==> config.mk <==
export PLATFORM = sky130hd
export DESIGN_NAME = glitch_pulse_gen
export DESIGN_NICKNAME = d
export VERILOG_FILES = /design/src/rtl/glitch_pkg.sv /design/src/rtl/trig_sync_edge.sv /design/src/rtl/glitch_pulse_gen.sv
export SDC_FILE = /design/constraint.sdc
export NUM_CORES = 1
export LEC_CHECK = 0
export ABC_CLOCK_PERIOD_IN_PS = 8480
export BUFFER_PORTS_ARGS = -buffer_cell sky130_fd_sc_hd__buf_2
export CAP_MARGIN = 30
export CORE_ASPECT_RATIO = 1.4
export CORE_MARGIN = 1.5
export CORE_UTILIZATION = 50
export CTS_CLUSTER_DIAMETER = 80
export DETAILED_ROUTE_END_ITERATION = 12
export GPL_ROUTABILITY_DRIVEN = 0
export PLACE_DENSITY = 0.7
export SETUP_SLACK_MARGIN = 0.1
export SLEW_MARGIN = 25
export SYNTH_ARGS = -nofsm -noshare
export SYNTH_HDL_FRONTEND = slang
export SYNTH_SLANG_ARGS = --single-unit
==> constraint.sdc <==
create_clock -name clk -period 8.48 [get_ports clk]
set_input_delay 0.424 -clock clk [delete_from_list [all_inputs] [get_ports clk]]
set_output_delay 0.424 -clock clk [all_outputs]
set_load 0.02 [all_outputs]
==> src/rtl/glitch_pkg.sv <==
// glitch_pkg: shared types and helpers for the glitch pulse generator.
//   glitch_state_t : controller state encoding
//   DEF_*          : default field widths / synchroniser depth
//   sub1_min1      : terminal count for an interval, with 0 treated as 1
package glitch_pkg;

   localparam int unsigned DEF_DELAY_W     = 24;
   localparam int unsigned DEF_WIDTH_W     = 16;
   localparam int unsigned DEF_COUNT_W     = 8;
   localparam int unsigned DEF_SYNC_STAGES = 2;

   typedef enum logic [2:0] {
      StIdle,
      StArmed,
      StDelay,
      StPulse,
      StGap
   } glitch_state_t;

   // An N-cycle interval ends when a counter started at 0 reaches N-1.
   // A zero request is stretched to one cycle, so its terminal is also 0.
   function automatic logic [31:0] sub1_min1(input logic [31:0] v);
      return (v == 32'd0) ? 32'd0 : v - 32'd1;
   endfunction

endpackage

==> src/rtl/trig_sync_edge.sv <==
// trig_sync_edge: brings the asynchronous trigger level into clk and flags
// its rising edge.
// Ports:
//   clk       in   fabric clock
//   rst_n     in   synchronous active-low reset (clears all flops)
//   trigger   in   asynchronous trigger level
//   trig_rise out  high for exactly one cycle when the synchronised level goes 0->1
module trig_sync_edge #(
   parameter int unsigned SYNC_STAGES = 2
) (
   input  logic clk,
   input  logic rst_n,
   input  logic trigger,
   output logic trig_rise
);

   logic [SYNC_STAGES-1:0] sync_q;
   logic                   prev_q;

   always_ff @(posedge clk) begin
      if (!rst_n) begin
         sync_q <= '0;
         prev_q <= 1'b0;
      end else begin
         sync_q <= {sync_q[SYNC_STAGES-2:0], trigger};
         prev_q <= sync_q[SYNC_STAGES-1];
      end
   end

   assign trig_rise = sync_q[SYNC_STAGES-1] & ~prev_q;

endmodule

==> src/rtl/glitch_pulse_gen.sv <==
// glitch_pulse_gen: after an armed trigger edge, waits delay_cycles and then
// emits pulse_count pulses of width_cycles high / gap_cycles low on glitch_out.
// Ports:
//   clk, rst_n        fabric clock, synchronous active-low reset
//   trigger           asynchronous level from the upstream trigger block
//   arm / disarm      one-cycle requests (disarm wins, works from any state)
//   delay_cycles      trigger-edge to first pulse delay
//   width_cycles      pulse high time (0 -> 1)
//   gap_cycles        low time between pulses (0 -> 1)
//   pulse_count       pulses per trigger (0 -> 1)
//   glitch_out        registered glitch drive
//   armed, busy       state indications
//   done              one-cycle strobe after the last pulse
//   timeout           one-cycle strobe on armed timeout
// Build option: define GLITCH_ARM_TIMEOUT_EN to give up waiting in ARMED after
// TIMEOUT_CYCLES cycles; otherwise ARMED waits forever and timeout is 0.
module glitch_pulse_gen
   import glitch_pkg::*;
#(
   parameter int unsigned DELAY_W        = DEF_DELAY_W,
   parameter int unsigned WIDTH_W        = DEF_WIDTH_W,
   parameter int unsigned COUNT_W        = DEF_COUNT_W,
   parameter int unsigned SYNC_STAGES    = DEF_SYNC_STAGES,
   parameter int unsigned TIMEOUT_CYCLES = 50000000
) (
   input  logic               clk,
   input  logic               rst_n,
   input  logic               trigger,
   input  logic               arm,
   input  logic               disarm,
   input  logic [DELAY_W-1:0] delay_cycles,
   input  logic [WIDTH_W-1:0] width_cycles,
   input  logic [WIDTH_W-1:0] gap_cycles,
   input  logic [COUNT_W-1:0] pulse_count,
   output logic               glitch_out,
   output logic               armed,
   output logic               busy,
   output logic               done,
   output logic               timeout
);

   localparam int unsigned CNT_W = (DELAY_W > WIDTH_W) ? DELAY_W : WIDTH_W;

   glitch_state_t      state_q, state_d;
   logic [CNT_W-1:0]   cnt_q, cnt_d;
   logic [COUNT_W-1:0] remain_q, remain_d;
   logic [DELAY_W-1:0] delay_q;
   logic [WIDTH_W-1:0] width_last_q, gap_last_q;
   logic               entry_q;
   logic               glitch_q, done_q, done_d;
   logic               trig_rise, fire, cfg_load;
   logic [CNT_W-1:0]   delay_last;

   trig_sync_edge #(
      .SYNC_STAGES (SYNC_STAGES)
   ) u_sync (
      .clk       (clk),
      .rst_n     (rst_n),
      .trigger   (trigger),
      .trig_rise (trig_rise)
   );

   // An edge seen in the first ARMED cycle was already in flight at arm time.
   assign fire       = trig_rise & ~entry_q;
   assign cfg_load   = (state_q == StIdle) & arm & ~disarm;
   assign delay_last = CNT_W'(delay_q) - CNT_W'(1);

`ifdef GLITCH_ARM_TIMEOUT_EN
   logic [31:0] tmo_q;
   logic        timeout_q, timeout_d;

   always_ff @(posedge clk) begin
      if (!rst_n || state_q != StArmed) begin
         tmo_q <= 32'd0;
      end else begin
         tmo_q <= tmo_q + 32'd1;
      end
   end
`endif

   always_comb begin
      state_d  = state_q;
      cnt_d    = cnt_q;
      remain_d = remain_q;
      done_d   = 1'b0;
`ifdef GLITCH_ARM_TIMEOUT_EN
      timeout_d = 1'b0;
`endif
      unique case (state_q)
         StIdle: begin
            if (arm) begin
               state_d  = StArmed;
               remain_d = (pulse_count == '0) ? COUNT_W'(1) : pulse_count;
            end
         end
         StArmed: begin
            if (fire) begin
               cnt_d   = '0;
               // Zero delay skips DELAY so the pulse lands on the next cycle.
               state_d = (delay_q == '0) ? StPulse : StDelay;
            end
`ifdef GLITCH_ARM_TIMEOUT_EN
            else if (tmo_q == 32'(TIMEOUT_CYCLES - 1)) begin
               state_d   = StIdle;
               timeout_d = 1'b1;
            end
`endif
         end
         StDelay: begin
            if (cnt_q == delay_last) begin
               cnt_d   = '0;
               state_d = StPulse;
            end else begin
               cnt_d = cnt_q + CNT_W'(1);
            end
         end
         StPulse: begin
            if (cnt_q == CNT_W'(width_last_q)) begin
               cnt_d = '0;
               if (remain_q > COUNT_W'(1)) begin
                  remain_d = remain_q - COUNT_W'(1);
                  state_d  = StGap;
               end else begin
                  state_d = StIdle;
                  done_d  = 1'b1;
               end
            end else begin
               cnt_d = cnt_q + CNT_W'(1);
            end
         end
         StGap: begin
            if (cnt_q == CNT_W'(gap_last_q)) begin
               cnt_d   = '0;
               state_d = StPulse;
            end else begin
               cnt_d = cnt_q + CNT_W'(1);
            end
         end
         default: state_d = StIdle;
      endcase

      if (disarm) begin
         state_d = StIdle;
         cnt_d   = '0;
         done_d  = 1'b0;
`ifdef GLITCH_ARM_TIMEOUT_EN
         timeout_d = 1'b0;
`endif
      end
   end

   always_ff @(posedge clk) begin
      if (!rst_n) begin
         state_q      <= StIdle;
         cnt_q        <= '0;
         remain_q     <= '0;
         delay_q      <= '0;
         width_last_q <= '0;
         gap_last_q   <= '0;
         entry_q      <= 1'b0;
         glitch_q     <= 1'b0;
         done_q       <= 1'b0;
      end else begin
         state_q  <= state_d;
         cnt_q    <= cnt_d;
         remain_q <= remain_d;
         entry_q  <= (state_q == StIdle) && (state_d == StArmed);
         glitch_q <= (state_d == StPulse);
         done_q   <= done_d;
         if (cfg_load) begin
            delay_q      <= delay_cycles;
            width_last_q <= WIDTH_W'(sub1_min1(32'(width_cycles)));
            gap_last_q   <= WIDTH_W'(sub1_min1(32'(gap_cycles)));
         end
      end
   end

`ifdef GLITCH_ARM_TIMEOUT_EN
   always_ff @(posedge clk) begin
      if (!rst_n) begin
         timeout_q <= 1'b0;
      end else begin
         timeout_q <= timeout_d;
      end
   end
   assign timeout = timeout_q;
`else
   assign timeout = 1'b0;
`endif

   assign glitch_out = glitch_q;
   assign done       = done_q;
   assign armed      = (state_q == StArmed);
   assign busy       = (state_q == StDelay) || (state_q == StPulse) || (state_q == StGap);

endmodule
==> flow_summary.yaml <==
yosys:
  syn-instance-count: 774
  synth-simple-area-share: 0.292
  synth_seq_cells: 97
  synth.yosys.seq_area_share: 0.327
  synth_cell_type_count: 63
  avgSynthCellArea_um2: 7.68
  ys_warn_count: 0
  synth_edf_count: 0
  synth_nets: 849
  synth-compound-area-share: 0.179
  synth_xor_area_frac: 0.128
  synthAdderAreaFrac: 0.0126
  synthArstFlopShare: 0
  ys.flop_type: "dfxtp_1"
  synth_mux_area_frac: 0.0105
  synth_top_family_by_area: "simple AND/OR/NAND/NOR gates"
  synth_area_mm2: 0.00595
drt:
  drtIter0Drc: 299
  num_vias: 5638
  firstDrtPassIters: 5
  ant_nets: 0
  routed_via_density: 5.88
  drt-wirelength-per-cell_um: 15.8
  drc: 0
  drt-total-wl_um: 15200
cts:
  postCtsSetupBuffers: 0
  path_clk_slew_ps: 70
  cts_root_buf: "clkbuf_16"
  cts_tree: "built"
  cts_buffers: 9
  cts-resized-gates: 0
  cts_buffer_depth: 2
  cts.sinks: 97
  clkLatencyLatePin_ps: 350
  cts_hold_repair.buffers: 0
  ctsHtreeMaxLevel: 3
finish:
  n_fill_cell: 1069
  drive_above_1_share: 0.140
  fin_area_mm2: 0.00662
  layout.nets: 885
  diodes: 0
  synthToLayoutAreaGrowth_pct: 11.3
  final_common_cell: "nand2_1"
  layout_common_cells: "nand2_1 (100), dfxtp_1 (97), nor2_1 (80)"
sta:
  setup_tns_ps: 0
  fmax_mhz: 266
  finalCriticalPeriod_ps: 3750
  timing.final.crit_share: 0.443
  fin_worst_skew_ps: 5.93
  rsz0062_at_grt: "no"
  worst_slew_pin_slew_ps: 915
  setup_viol: 0
  hold_viol_final: 0
  relSlewSlack: 0.388
  drv_slew: 0
global_route:
  grt_pass1_vias: 5247
  grt_max_degree: 51
  antenna_found_initial: 0
  use_met2: 0.417
  met1_usage: 0.303
  overflow: 0
  grtUsageTotal: 0.246
  met3_usage: 0.0317
  grt_busiest_layer: "met2"
  grt_pass1_wl_um: 24800
worst_setup_path:
  crit_top_cell: "nor3_2"
  reg2reg_slack_ps: 4730
  slowest_delay_ps: 590
  endpoint: "cnt_q[11]"
  path_max_fanout: 29
  required_ps: 8720
  criticalPathCategory: "flip-flop to flip-flop"
  r2r-end: "cnt_q[11]"
  startpoint: "delay_q[0]"
  regToRegStartpoint: "delay_q[0]"
  endpoint_kind: "flip-flop"
  cp.arrival_ps: 3990
  reg2reg_depth: 12
  crit_slowest_cell: "or4b_1"
  path_cells: "inv_1 -> ha_1 -> or4b_1 -> nor3_2 -> and4_1 -> o22ai_1 -> or4_4 -> a2111oi_4 -> nor3_2 -> buf_4 -> and3_1 -> a221o_1"
  cp-start-kind: "flip-flop"
floorplanning:
  initial_core_util: 0.519
  core_mm2: 0.0115
  ioPinCount: 74
  die_area_mm2: 0.0126
  num_rows: 46
  die_w_um: 95.2
  fp.dieH_um: 132
flow_run:
  max_cap_violations: 0
power:
  p_leak_nw: 2.73
  power.total_mw: 1.09
  vdd_ir_drop_max_mv: 0.0816
  power_density_mw_per_mm2: 164
placed_design:
  port_buffers: 72
  placed_area_mm2: 0.00631
  hpwl_um: 11100
outcome:
  status: "completed"
worst_hold_path:
  hold_path_class: "input port to flip-flop"
-- flip-flops by register name, summed over array words and instances (netlist names) --
signal	flops
cnt_q	24
state_q	3
gap_last_q	16
done	1
width_last_q	16
u_sync.sync_q	2
delay_q	24
entry_q	1
u_sync.prev_q	1
remain_q	8
glitch_out	1
-- logic make-up (layout without fill, tap and decap cells) --
group / count (synthesis) / after routing
AND/OR/NAND/NOR: 348 / 348
AO/OA/AOI/OAI: 156 / 156
flip-flops: 97 / 97
XOR/XNOR: 87 / 87
buffers and inverters: 73 / 114
adder cells (fa/ha/maj): 6 / 6
multiplexers: 6 / 6
other: 1 / 1
-- critical path: cells and delay by family (launching register included) --
| family | cells | cell delay [ps] |
|---|---|---|
| and+or+nand+nor | 6 | 2060 |
| AOI/OAI and AO/OA | 3 | 700 |
| DFF | 1 | 350 |
| buffers and inverters | 2 | 310 |
| adders and majority gates | 1 | 210 |
-- cell usage after synthesis (3+ instances only) --
cell,instances,area [um2]
a311oi_1,4,35.0
nand4_1,7,43.8
nor2b_1,21,131
xnor2_1,40,350
or3_1,15,93.8
o21ai_0,24,120
o211ai_1,5,37.5
nor3b_1,3,22.5
nor3_1,28,140
xor2_1,47,412
mux2i_1,4,40.0
a21oi_1,47,235
clkbuf_1,44,165
nor4_1,14,87.6
or4_1,13,97.6
nor2_1,80,300
nand2_1,100,375
ha_1,6,75.1
a211oi_1,5,37.5
buf_1,4,15.0
or2_2,4,25.0
nand2b_1,8,50.1
dfxtp_1,97,1940
a22o_1,5,43.8
o31ai_1,3,22.5
inv_1,20,75.1
nand3_1,24,120
nand4b_1,3,26.3
a21o_1,8,60.1
nand3b_1,4,30.0
and2_1,6,37.5
a22oi_1,31,233
and4_1,3,26.3
and3_1,7,43.8
-- per-stage QoR --
step | cells | setup WS (ps) | utilization | hold slack [ps]
after CTS | 959 | 4720 | 0.578 | 272
after detailed placement | 943 | 4740 | 0.551 | 430
after global routing | 959 | 4500 | 0.578 | 285
final | 959 | 4730 | 0.578 | 277
after global placement | 942 | 4860 | 0.550 | 425
after floorplan | 774 | 5240 | - | 412
-- routing by layer --
metal / part of all wire / vias up
li1: - / 2785
met2: 0.51 / 162
met4: 0.028 / 0
met5: 0 / -
met3: 0.038 / 35
met1: 0.43 / 2656
-- where the power goes --
group / switching [mW] / internal [mW]
clock: 0.176 / 0.244
sequential: 0.0188 / 0.472
combinational: 0.101 / 0.0767
total: 0.296 / 0.793
-- cell type report --
cell class / count / area (um2) / area share
Clock inverter: 5 / 53.8 / 0.00813
Sequential cell: 97 / 1940 / 0.293
Tap cell: 144 / 180 / 0.0272
Timing Repair Buffer: 78 / 405 / 0.0612
Multi-Input combinational cell: 604 / 3710 / 0.561
Inverter: 20 / 75.1 / 0.0113
Clock buffer: 11 / 253 / 0.0382
-- how the worst min path moves through the flow --
stage,cells past startpoint,slack [ps],end,from
floorplan,1,410,u_sync.sync_q[1],u_sync.sync_q[0]
CTS,2,270,u_sync.sync_q[0],trigger
global route,2,280,u_sync.sync_q[0],trigger
global placement,1,430,u_sync.sync_q[1],u_sync.sync_q[0]
detailed placement,1,430,u_sync.sync_q[1],u_sync.sync_q[0]
finish,2,280,u_sync.sync_q[0],trigger
No activity file was read; power rests on OpenSTA's default activity.
